### src/rtl/layer2_pkg.sv
// ---------------------------------------------------------------------------
// layer2_pkg
//   Shared constants and types for the layer-2 weight fetch path.
//   - NUM_BANKS / WORDS_PER_BANK : geometry of the 16-bank weight ROM
//   - BANK_W / ADDR_W            : widths of bank index and word address
//   - weight_t                   : signed 8-bit weight
//   - fetch_state_e              : fetch controller states
//   - wtag_t                     : per-weight tag travelling with the data
// ---------------------------------------------------------------------------
package layer2_pkg;

  localparam int NUM_BANKS      = 16;
  localparam int WORDS_PER_BANK = 150;
  localparam int BANK_W         = 4;
  localparam int ADDR_W         = 8;

  typedef logic signed [7:0] weight_t;

  typedef enum logic [1:0] {
    IDLE  = 2'd0,
    FETCH = 2'd1,
    DRAIN = 2'd2,
    DONE  = 2'd3
  } fetch_state_e;

  typedef struct packed {
    logic [BANK_W-1:0] bank;
    logic [ADDR_W-1:0] idx;
    logic              last_bank;
    logic              last;
  } wtag_t;

endpackage

### src/rtl/layer2_weight_fetch_ctrl_fifo.sv
// ---------------------------------------------------------------------------
// wfetch_out_fifo
//   DEPTH-entry synchronous FIFO holding {weight, tag}. Absorbs the ROM read
//   latency so downstream backpressure never loses or repeats a weight.
//   Ports:
//     clk, rst_n        clock, synchronous active-low reset
//     flush             empties the FIFO (wins over push/pop)
//     push/push_data/push_tag   write side
//     pop               read side; ignored when empty
//     not_empty         head entry is valid
//     count             current occupancy
//     head_data/head_tag  head entry, forced to 0 when empty
// ---------------------------------------------------------------------------
module wfetch_out_fifo
  import layer2_pkg::*;
#(
  parameter int DEPTH = 2,
  parameter int CNT_W = $clog2(DEPTH + 1)
) (
  input  logic             clk,
  input  logic             rst_n,
  input  logic             flush,
  input  logic             push,
  input  weight_t          push_data,
  input  wtag_t            push_tag,
  input  logic             pop,
  output logic             not_empty,
  output logic [CNT_W-1:0] count,
  output weight_t          head_data,
  output wtag_t            head_tag
);

  localparam int PTR_W = (DEPTH > 1) ? $clog2(DEPTH) : 1;

  typedef struct packed {
    weight_t data;
    wtag_t   tag;
  } entry_t;

  entry_t           mem_q [DEPTH];
  logic [PTR_W-1:0] wr_ptr_q, wr_ptr_d;
  logic [PTR_W-1:0] rd_ptr_q, rd_ptr_d;
  logic [CNT_W-1:0] count_q, count_d;
  logic             do_push, do_pop, full;

  function automatic logic [PTR_W-1:0] ptr_inc(input logic [PTR_W-1:0] p);
    return (p == PTR_W'(DEPTH - 1)) ? '0 : p + PTR_W'(1);
  endfunction

  always_comb begin
    full     = (count_q == CNT_W'(DEPTH));
    do_pop   = pop && (count_q != '0);
    // A push into a full FIFO is fine when the head leaves in the same cycle.
    do_push  = push && (!full || do_pop);
    wr_ptr_d = do_push ? ptr_inc(wr_ptr_q) : wr_ptr_q;
    rd_ptr_d = do_pop  ? ptr_inc(rd_ptr_q) : rd_ptr_q;
    count_d  = count_q + CNT_W'(do_push) - CNT_W'(do_pop);
  end

  always_ff @(posedge clk) begin
    if (!rst_n || flush) begin
      wr_ptr_q <= '0;
      rd_ptr_q <= '0;
      count_q  <= '0;
    end else begin
      wr_ptr_q <= wr_ptr_d;
      rd_ptr_q <= rd_ptr_d;
      count_q  <= count_d;
    end
  end

  // Storage needs no reset: nothing is read until count says it is valid.
  always_ff @(posedge clk) begin
    if (do_push) begin
      mem_q[wr_ptr_q] <= '{data: push_data, tag: push_tag};
    end
  end

  assign not_empty = (count_q != '0);
  assign count     = count_q;
  assign head_data = not_empty ? mem_q[rd_ptr_q].data : '0;
  assign head_tag  = not_empty ? mem_q[rd_ptr_q].tag  : '0;

endmodule

### src/rtl/layer2_weight_fetch_ctrl.sv
// ---------------------------------------------------------------------------
// layer2_weight_fetch_ctrl
//   Walks the layer-2 weight ROM (all banks or one selected bank, words
//   0..WORDS_PER_BANK-1) and streams the weights to the conv PE over
//   valid/ready. Reads are only issued when the output FIFO is guaranteed
//   room for them, so backpressure never drops or duplicates a weight.
//   Ports:
//     clk, rst_n            clock, synchronous active-low reset
//     start                 pulse: begin a run (ignored unless idle)
//     single_bank, bank_sel bank range, sampled at start
//     abort                 flush everything and return to idle
//     rom_bank_id, rom_addr ROM read request (holds when not issuing)
//     rom_q                 ROM data, ROM_LAT cycles after the request
//     w_valid/w_ready/w_data/w_bank/w_idx/w_last_bank/w_last  PE stream
//     busy                  run in progress (FETCH or DRAIN)
//     done                  one-cycle pulse after the final handshake
//   Optional feature (macro WEIGHT_FETCH_CHECKSUM_EN):
//     chk_sum, chk_valid    per-bank 16-bit wrapping sum of streamed weights
// ---------------------------------------------------------------------------
module layer2_weight_fetch_ctrl
  import layer2_pkg::*;
#(
  parameter int ROM_LAT   = 1,
  parameter int BUF_DEPTH = 2   // must be >= ROM_LAT+1 for full throughput
) (
  input  logic                clk,
  input  logic                rst_n,
  input  logic                start,
  input  logic                single_bank,
  input  logic [BANK_W-1:0]   bank_sel,
  input  logic                abort,
  output logic [BANK_W-1:0]   rom_bank_id,
  output logic [ADDR_W-1:0]   rom_addr,
  input  logic signed [7:0]   rom_q,
  output logic                w_valid,
  input  logic                w_ready,
  output logic signed [7:0]   w_data,
  output logic [BANK_W-1:0]   w_bank,
  output logic [ADDR_W-1:0]   w_idx,
  output logic                w_last_bank,
  output logic                w_last,
  output logic                busy,
`ifdef WEIGHT_FETCH_CHECKSUM_EN
  output logic signed [15:0]  chk_sum,
  output logic                chk_valid,
`endif
  output logic                done
);

  localparam logic [1:0] ST_IDLE  = IDLE;
  localparam logic [1:0] ST_FETCH = FETCH;
  localparam logic [1:0] ST_DRAIN = DRAIN;
  localparam logic [1:0] ST_DONE  = DONE;

  localparam int FCNT_W = $clog2(BUF_DEPTH + 1);
  localparam int OCC_W  = $clog2(BUF_DEPTH + ROM_LAT + 1) + 1;
  localparam logic [ADDR_W-1:0] LAST_ADDR = ADDR_W'(WORDS_PER_BANK - 1);
  localparam logic [BANK_W-1:0] LAST_BANK = BANK_W'(NUM_BANKS - 1);

  logic [1:0]        state_q, state_d;
  logic [BANK_W-1:0] bank_q, bank_d;
  logic [BANK_W-1:0] bank_hi_q, bank_hi_d;
  logic [ADDR_W-1:0] addr_q, addr_d;
  logic [ROM_LAT-1:0] pipe_vld_q, pipe_vld_d;
  wtag_t             pipe_tag_q [ROM_LAT];
  wtag_t             pipe_tag_d [ROM_LAT];

  logic              fifo_valid;
  logic [FCNT_W-1:0] fifo_count;
  weight_t           head_data;
  wtag_t             head_tag;
  logic              pop, push, issue;
  logic [OCC_W-1:0]  inflight, occ_total;
  wtag_t             issue_tag;

  assign pop  = fifo_valid && w_ready;
  assign push = pipe_vld_q[ROM_LAT-1] && !abort;

  always_comb begin
    inflight = '0;
    for (int i = 0; i < ROM_LAT; i++) begin
      inflight = inflight + OCC_W'(pipe_vld_q[i]);
    end
    // Occupancy after this cycle's pop plus everything already requested:
    // issuing only below BUF_DEPTH means every read has a slot waiting.
    occ_total = OCC_W'(fifo_count) - OCC_W'(pop) + inflight;
    issue     = (state_q == ST_FETCH) && !abort && (occ_total < OCC_W'(BUF_DEPTH));

    issue_tag.bank      = bank_q;
    issue_tag.idx       = addr_q;
    issue_tag.last_bank = (addr_q == LAST_ADDR);
    issue_tag.last      = (addr_q == LAST_ADDR) && (bank_q == bank_hi_q);
  end

  // Latency pipe: tags ride alongside the ROM read so the data lands tagged.
  always_comb begin
    pipe_vld_d[0] = issue;
    pipe_tag_d[0] = issue_tag;
    for (int i = 1; i < ROM_LAT; i++) begin
      pipe_vld_d[i] = pipe_vld_q[i-1];
      pipe_tag_d[i] = pipe_tag_q[i-1];
    end
  end

  always_comb begin
    state_d   = state_q;
    bank_d    = bank_q;
    bank_hi_d = bank_hi_q;
    addr_d    = addr_q;
    if (abort) begin
      state_d = ST_IDLE;
    end else begin
      case (state_q)
        ST_IDLE: begin
          if (start) begin
            state_d   = ST_FETCH;
            addr_d    = '0;
            bank_d    = single_bank ? bank_sel : '0;
            bank_hi_d = single_bank ? bank_sel : LAST_BANK;
          end
        end
        ST_FETCH: begin
          if (issue) begin
            // The final request leaves the counters untouched so the ROM
            // address keeps showing the last word issued.
            if (issue_tag.last) begin
              state_d = ST_DRAIN;
            end else if (issue_tag.last_bank) begin
              addr_d = '0;
              bank_d = bank_q + BANK_W'(1);
            end else begin
              addr_d = addr_q + ADDR_W'(1);
            end
          end
        end
        ST_DRAIN: begin
          if (pop && head_tag.last) state_d = ST_DONE;
        end
        default: state_d = ST_IDLE;   // DONE lasts exactly one cycle
      endcase
    end
  end

  always_ff @(posedge clk) begin
    if (!rst_n) begin
      state_q    <= ST_IDLE;
      bank_q     <= '0;
      bank_hi_q  <= '0;
      addr_q     <= '0;
      pipe_vld_q <= '0;
    end else begin
      state_q    <= state_d;
      bank_q     <= bank_d;
      bank_hi_q  <= bank_hi_d;
      addr_q     <= addr_d;
      pipe_vld_q <= abort ? '0 : pipe_vld_d;
    end
    pipe_tag_q <= pipe_tag_d;
  end

  wfetch_out_fifo #(
    .DEPTH (BUF_DEPTH)
  ) u_out_fifo (
    .clk       (clk),
    .rst_n     (rst_n),
    .flush     (abort),
    .push      (push),
    .push_data (rom_q),
    .push_tag  (pipe_tag_q[ROM_LAT-1]),
    .pop       (pop),
    .not_empty (fifo_valid),
    .count     (fifo_count),
    .head_data (head_data),
    .head_tag  (head_tag)
  );

  assign rom_bank_id = bank_q;
  assign rom_addr    = addr_q;
  assign w_valid     = fifo_valid;
  assign w_data      = head_data;
  assign w_bank      = head_tag.bank;
  assign w_idx       = head_tag.idx;
  assign w_last_bank = head_tag.last_bank;
  assign w_last      = head_tag.last;
  assign busy        = (state_q == ST_FETCH) || (state_q == ST_DRAIN);
  assign done        = (state_q == ST_DONE);

`ifdef WEIGHT_FETCH_CHECKSUM_EN
  logic signed [15:0] chk_sum_q, chk_sum_d, chk_base;
  logic               chk_valid_q, chk_valid_d;
  logic               bank_closed_q, bank_closed_d;

  // chk_sum keeps showing the finished bank total until the next handshake,
  // which then starts the new bank from zero.
  always_comb begin
    chk_base      = bank_closed_q ? '0 : chk_sum_q;
    chk_sum_d     = chk_sum_q;
    chk_valid_d   = 1'b0;
    bank_closed_d = bank_closed_q;
    if (pop) begin
      chk_sum_d     = chk_base + {{8{head_data[7]}}, head_data};
      chk_valid_d   = head_tag.last_bank;
      bank_closed_d = head_tag.last_bank;
    end
  end

  always_ff @(posedge clk) begin
    if (!rst_n || abort) begin
      chk_sum_q     <= '0;
      chk_valid_q   <= 1'b0;
      bank_closed_q <= 1'b0;
    end else begin
      chk_sum_q     <= chk_sum_d;
      chk_valid_q   <= chk_valid_d;
      bank_closed_q <= bank_closed_d;
    end
  end

  assign chk_sum   = chk_sum_q;
  assign chk_valid = chk_valid_q;
`else
  // No checksum path in this build.
`endif

endmodule

### config.mk
export PLATFORM = sky130hd
export DESIGN_NAME = layer2_weight_fetch_ctrl
export DESIGN_NICKNAME = d
export VERILOG_FILES = /design/src/rtl/layer2_pkg.sv /design/src/rtl/layer2_weight_fetch_ctrl_fifo.sv /design/src/rtl/layer2_weight_fetch_ctrl.sv
export SDC_FILE = /design/constraint.sdc
export NUM_CORES = 1
export LEC_CHECK = 0
export ABC_AREA = 1
export CAP_MARGIN = 20
export CORE_UTILIZATION = 48
export CTS_BUF_LIST = sky130_fd_sc_hd__clkbuf_16
export DETAILED_ROUTE_END_ITERATION = 6
export PLACE_DENSITY = 0.71
export SLEW_MARGIN = 20
export SYNTH_ARGS = -nofsm -noshare
export SYNTH_HDL_FRONTEND = slang
export SYNTH_SLANG_ARGS = --single-unit
export TNS_END_PERCENT = 50
### constraint.sdc
create_clock -name clk -period 2.5 [get_ports clk]
set_input_delay 0.5 -clock clk [delete_from_list [all_inputs] [get_ports clk]]
set_output_delay 0.5 -clock clk [all_outputs]
set_load 0.05 [all_outputs]
# Yosys cells after proc, flatten, opt, wreduce, memory -nomap -nowiden
# Memory sizes are Yosys's and may differ from the RTL's. A register that Yosys moved wholly into a read port is not among the register bits.
# Cells that the tools add are included.
# word_totals
input_bits	18
elab_cells	83
mem_bits_rw	44
memories	1
reg_bits	37
output_inout_bits	37
# classes
mux	25
add_sub_neg	8
eq_ne	12
n_bitwise	2
reduce_logical	22
n_lt_le_gt_ge	1
# memory_table
memory	depth	width	read_ports	rd_ports_with_merged_regs	write_ports	line	rtl
u_out_fifo.mem_q	2	22	1	1	1	layer2_weight_fetch_ctrl_fifo.sv:40	entry_t mem_q [DEPTH];
# op_table
operator	n
8-bit 2-to-1 mux	5
4-bit 2-to-1 mux	6
8-bit case mux with 2 select lines	1
14-bit 2-to-1 mux	1
2-bit inequality test, second input constant	6
8-bit by 1-bit adder with 8-bit output, second input constant	1
8-bit equality test, second input constant	1
1-bit logical AND	8
2-bit 2-to-1 mux	4
4-bit case mux with 2 select lines	1
2-bit equality test, second input constant	3
1-bit 2-to-1 mux	6
2-bit case mux with 3 select lines	1
6-bit AND reduction	1
5-bit AND reduction	1
4-bit by 1-bit adder with 4-bit output, second input constant	1
4-bit equality test	1
4-bit AND reduction	1
2-bit nonzero test	2
3-bit by 1-bit adder with 3-bit output	1
1-bit logical NOT	3
1-bit logical OR	3
3-bit by 2-bit less-than comparator with 1-bit output, second input constant	1
3-bit AND reduction	1
other kinds (8)	10

# Logic depth before layout (Yosys ltp)
# logic_depth
depth_word	8
mapped_depth	18
mapped_depth_nobuf	17

# Modules after synthesis
# From an unflattened synthesis, not the netlist that was laid out.
# hier_totals
hier_cells	389
area_unflattened_um2	3717.3
# modules_own_cells
mod	seq_area_each_um2	area_per_inst_um2	n_inst	cells_per_inst
wfetch_out_fifo	1421.4	1975.6	1	155
layer2_weight_fetch_ctrl	660.6	1741.7	1	234

# Least setup slack after synthesis
# OpenSTA, ideal clock, no wires.
# synth_path
path_kind	reg-to-reg
start	reg u_out_fifo.count_q[1], in the netlist u_out_fifo.count[1]
end	reg addr_q[6], in the netlist rom_addr[6]
t_required_ns	2.384
setup_time_ns	0.116
path_buffers	1
stages_incl_launch_ff	17
slack_ns	-0.531
t_arrival_ns	2.915
cell_sequence	dfxtp_1 inv_1 nand2_1 inv_1 clkbuf_1 nor2_1 ha_1 inv_1 nand2_1 fa_1 nand2_2 nor2_2 nand2_2 a21oi_4 nand2_4 o21ai_0 nor2_1
# synth_between
elab_chain_len	8
# synth_lines
element	line	rtl
from (decl)	layer2_weight_fetch_ctrl_fifo.sv:43	logic [CNT_W-1:0] count_q, count_d;
from (signal assigned)	layer2_weight_fetch_ctrl_fifo.sv:68	count_q <= count_d;
2-bit nonzero test	layer2_weight_fetch_ctrl_fifo.sv:79	assign not_empty = (count_q != '0);
net w_valid	layer2_weight_fetch_ctrl.sv:35	output logic w_valid,
1-bit logical AND	layer2_weight_fetch_ctrl.sv:76	assign pop = fifo_valid && w_ready;
2-bit by 1-bit subtractor with 3-bit output	layer2_weight_fetch_ctrl.sv:86	occ_total = OCC_W'(fifo_count) - OCC_W'(pop) + inflight;
3-bit by 1-bit adder with 3-bit output	layer2_weight_fetch_ctrl.sv:86	
3-bit by 2-bit less-than comparator with 1-bit output	layer2_weight_fetch_ctrl.sv:87	issue = (state_q == ST_FETCH) && !abort && (occ_total < OCC_W'(BUF_DEPTH));
1-bit logical AND	layer2_weight_fetch_ctrl.sv:87	
2-bit inequality test (no source line)	-	
5-bit AND reduction (no source line)	-	
to (signal assigned)	layer2_weight_fetch_ctrl.sv:155	addr_q <= addr_d;
to (decl)	layer2_weight_fetch_ctrl.sv:63	logic [ADDR_W-1:0] addr_q, addr_d;
# The timed path passes the listed nets, and every way through them passes these cells.
# A chain may end at the register's enable or synchronous reset.

# Final worst setup path
# layout_path
start	reg u_out_fifo.count_q[1], in the netlist u_out_fifo.count[1]
end	reg bank_q[3], in the netlist rom_bank_id[3]
# layout_between
elab_chain_len	8
# layout_lines
element	line	rtl
2-bit nonzero test	layer2_weight_fetch_ctrl_fifo.sv:79	
1-bit logical AND	layer2_weight_fetch_ctrl.sv:76	
2-bit by 1-bit subtractor with 3-bit output *	layer2_weight_fetch_ctrl.sv:86	
3-bit by 1-bit adder with 3-bit output *	layer2_weight_fetch_ctrl.sv:86	
3-bit by 2-bit less-than comparator with 1-bit output *	layer2_weight_fetch_ctrl.sv:87	
1-bit logical AND *	layer2_weight_fetch_ctrl.sv:87	
2-bit inequality test (no source line) *	-	
6-bit AND reduction (no source line) *	-	
to (signal assigned)	layer2_weight_fetch_ctrl.sv:153	bank_q <= bank_d;
to (decl)	layer2_weight_fetch_ctrl.sv:61	logic [BANK_W-1:0] bank_q, bank_d;
# Mark *: on every way between the ends. The rest lies on a longest branch, timed or not.

==> results.json <==
{
  "status": "finished, final reports clean",
  "ir_worst_vdd_mv": 0.4163,
  "syn-cell-area_mm2": 0.003581,
  "yosys.area.top_type": "edfxtp_1",
  "tightest_slew_ns": 0.6842,
  "cts_buffers": 9,
  "rows": 31,
  "start_kind": "flip-flop",
  "synth_cell_type_count": 34,
  "routed_via_density": 4.892,
  "die_h_um": 88.37,
  "drtAntennaViolNets": 0,
  "grt.overflow.total": 0,
  "nFillCells": 611,
  "setup_slack_ns": 0.1303,
  "first_global_vias": 2495,
  "hold_violations": 0,
  "p_total_mw": 3.218,
  "synth.avg_cell_area_um2": 9.731,
  "ys.flop_type": "edfxtp_1",
  "synth_seq_cells": 82,
  "critPathCaptureType": "flip-flop",
  "reg2reg_to": "rom_bank_id[3]",
  "cts.path.max_buffers": 2,
  "drtPass1Iterations": 4,
  "drive_gt1_frac": 0.1949,
  "p_leak_nw": 1.867,
  "nets": 456,
  "synth-edff-count": 44,
  "slew_headroom": 0.5434,
  "ff2ff_setup_slack_ns": 0.13,
  "drt-wirelength-per-cell_um": 13.85,
  "fmax_mhz": 422.0,
  "crit_path_max_incr_delay_ns": 0.50,
  "port-buffer-count": 54,
  "powerDensity_mw_per_mm2": 705.4,
  "crit_end": "rom_bank_id[3]",
  "dp_slack_ns": -0.4541,
  "multiInputGateArea_mm2": 0.001271,
  "cp-startpoint": "u_out_fifo.count[1]",
  "yosysMostFrequentCell": "nand2_1",
  "wl_um": 7341,
  "root_buffer": "clkbuf_16",
  "vias": 2593,
  "hp-class": "reg2reg",
  "antenna_found_initial": 0,
  "ctsHoldBuffers": 0,
  "path_class": "reg2reg",
  "core_area_mm2": 0.007214,
  "worstPathArrival_ns": 2.64,
  "die_x_um": 88.37,
  "dieArea_mm2": 0.007809,
  "clkLatencyLatePin_ns": 0.33,
  "grt_pass1_wl_um": 11280,
  "gp_congestion": 0.8572,
  "period_needed_ns": 2.370,
  "cts.sinks": 82,
  "skew_ns": 0.004057,
  "crit_chain": "inv_4 -> nand2_8 -> inv_4 -> nor2_4 -> ha_4 -> inv_2 -> nand2_2 -> fa_1 -> nand2_2 -> nor2_2 -> nand2_2 -> a21oi_4 -> buf_12 -> nand3_4 -> nand2_2 -> nand2_1 -> nor2_1",
  "cts_tree": "done",
  "ff2ff_path_depth": 17,
  "required_ns": 2.77,
  "synth_top_cell_area_share": 0.3690,
  "drc": 0,
  "drt_iter0_drc": 90,
  "netlist_instances": 368,
  "synth_commonest_cells": "nand2_1, edfxtp_1, inv_1",
  "grt_max_degree": 23,
  "track_usage": 0.1927,
  "initial_core_util": 0.4964,
  "critical-path-top-cell-by-count": "nand2_2",
  "setup_violations": 0,
  "io_pins": 55,
  "register_area_mm2": 0.002087,
  "yosys-top-cells-area": "edfxtp_1, dfxtp_1, nand2_1",
  "cp_max_fo": 7,
  "synthesis.nets": 398,
  "htree_num_levels": 3,
  "diodes": 0,
  "clkTransAtPathRegs_ns": 0.06,
  "dp_hpwl_um": 4708,
  "ys_seq_area_frac": 0.5814,
  "finalMaxSlewViolations": 0,
  "syn_to_final_growth_pct": 27.39,
  "crit_slowest_cell": "fa_1",
  "yosysWarnings": 0,
  "async_flop_share": 0,
  "fin_crit_sh": 0.9479,
  "cap_violations": 0,
  "rr_startpoint": "u_out_fifo.count[1]"
}
[where the power goes]
part	switching (mW)	leakage [nW]	total, mW	internal [mW]
Clock	0.513	0.143	1.28	0.771
Sequential	0.0484	0.713	1.52	1.47
Combinational	0.260	1.01	0.416	0.157
[area by class of cell]
cell class / count / share of cell area
Sequential cell: 82 / 0.4575
Multi-Input combinational cell: 226 / 0.2787
Timing Repair Buffer: 66 / 0.1363
Clock buffer: 9 / 0.04937
Inverter: 41 / 0.03593
Tap cell: 99 / 0.02715
Clock inverter: 7 / 0.01509
[layout by cell type (no fill, tap or decap), types with 2 or more instances in the layout]
| cell | instances |
|---|---|
| nand4_1 | 2 |
| inv_4 | 4 |
| nand2_4 | 2 |
| a21oi_2 | 2 |
| clkbuf_16 | 9 |
| edfxtp_1 | 44 |
| nand2_2 | 9 |
| xor2_1 | 5 |
| xnor2_1 | 3 |
| o21ai_1 | 5 |
| nor3_1 | 8 |
| dfxtp_1 | 36 |
| o21ai_0 | 7 |
| a21oi_1 | 28 |
| nand3_1 | 11 |
| a211oi_1 | 3 |
| ha_1 | 10 |
| clkdlybuf4s50_1 | 30 |
| buf_4 | 31 |
| nand2_1 | 78 |
| buf_12 | 4 |
| inv_1 | 36 |
| nor2_2 | 5 |
| clkinv_2 | 2 |
| nor2_1 | 34 |
[worst min-delay path by stage]
stage	end	from	slack, ns	cells past startpoint
after floorplan	pipe_tag_q[13]	rom_bank_id[3]	0.36	0
after global placement	pipe_tag_q[13]	rom_bank_id[3]	0.40	0
after detailed placement	pipe_tag_q[13]	rom_bank_id[3]	0.39	0
after CTS	pipe_tag_q[13]	rom_bank_id[3]	0.40	0
after global routing	pipe_tag_q[13]	rom_bank_id[3]	0.41	0
final	pipe_tag_q[13]	rom_bank_id[3]	0.40	0
[flip-flops by register name, indices dropped and copies added, names as in the netlist, named ones only]
register / count
state_q: 2
rom_addr: 8
pipe_vld_q: 1
bank_hi_q: 4
u_out_fifo.mem_q: 44
u_out_fifo.rd_ptr_q: 1
u_out_fifo.wr_ptr_q: 1
u_out_fifo.count: 2
rom_bank_id: 4
pipe_tag_q: 14
[through the flow]
step	cells	hold WS, ns	instance area (µm²)	setup TNS (ns)	utilization
finish	530	0.4011	4562	0	0.6323
global route	530	0.4116	4562	-0.006340	0.6323
CTS	530	0.4003	4533	0	0.6283
detailed placement	511	0.3909	4199	-5.840	0.5820
global placement	511	0.3963	4199	-5.319	0.5820
floorplan	368	0.3642	3616	-0.06241	-
[critical path, delay by kind of cell, from the launching register on]
family                     cells  cell delay, ns
DFF                            1            0.35
and+or+nand+nor               10            0.78
AOI/OAI and AO/OA              1            0.19
adders and majority gates      2            0.70
buffers and inverters          4            0.27
[metal layers]
metal / vias to the layer above / part of all wire / GRT usage
met2: 62 / 0.50 / 0.3343
met1: 1206 / 0.44 / 0.2243
met5: - / 0 / 0
li1: 1313 / - / -
met4: 0 / 0.016 / 0.08504
met3: 12 / 0.051 / 0.05131
[logic make-up after synthesis]
| logic type | after synthesis | synth area share |
|---|---|---|
| adder cells (fa/ha/maj) | 12 | 0.04402 |
| buffers and inverters | 61 | 0.08036 |
| XOR/XNOR | 8 | 0.01957 |
| flip-flops | 82 | 0.5814 |
| AND/OR/NAND/NOR | 155 | 0.1939 |
| AO/OA/AOI/OAI | 50 | 0.08072 |
[repair_timing]
action,CTS,global route
gates resized for setup,4,8
setup endpoints to repair,14,14
pin swaps,11,9
cloned,1,0
buffers inserted,2,0
No activity file was read; power rests on OpenSTA's default activity.
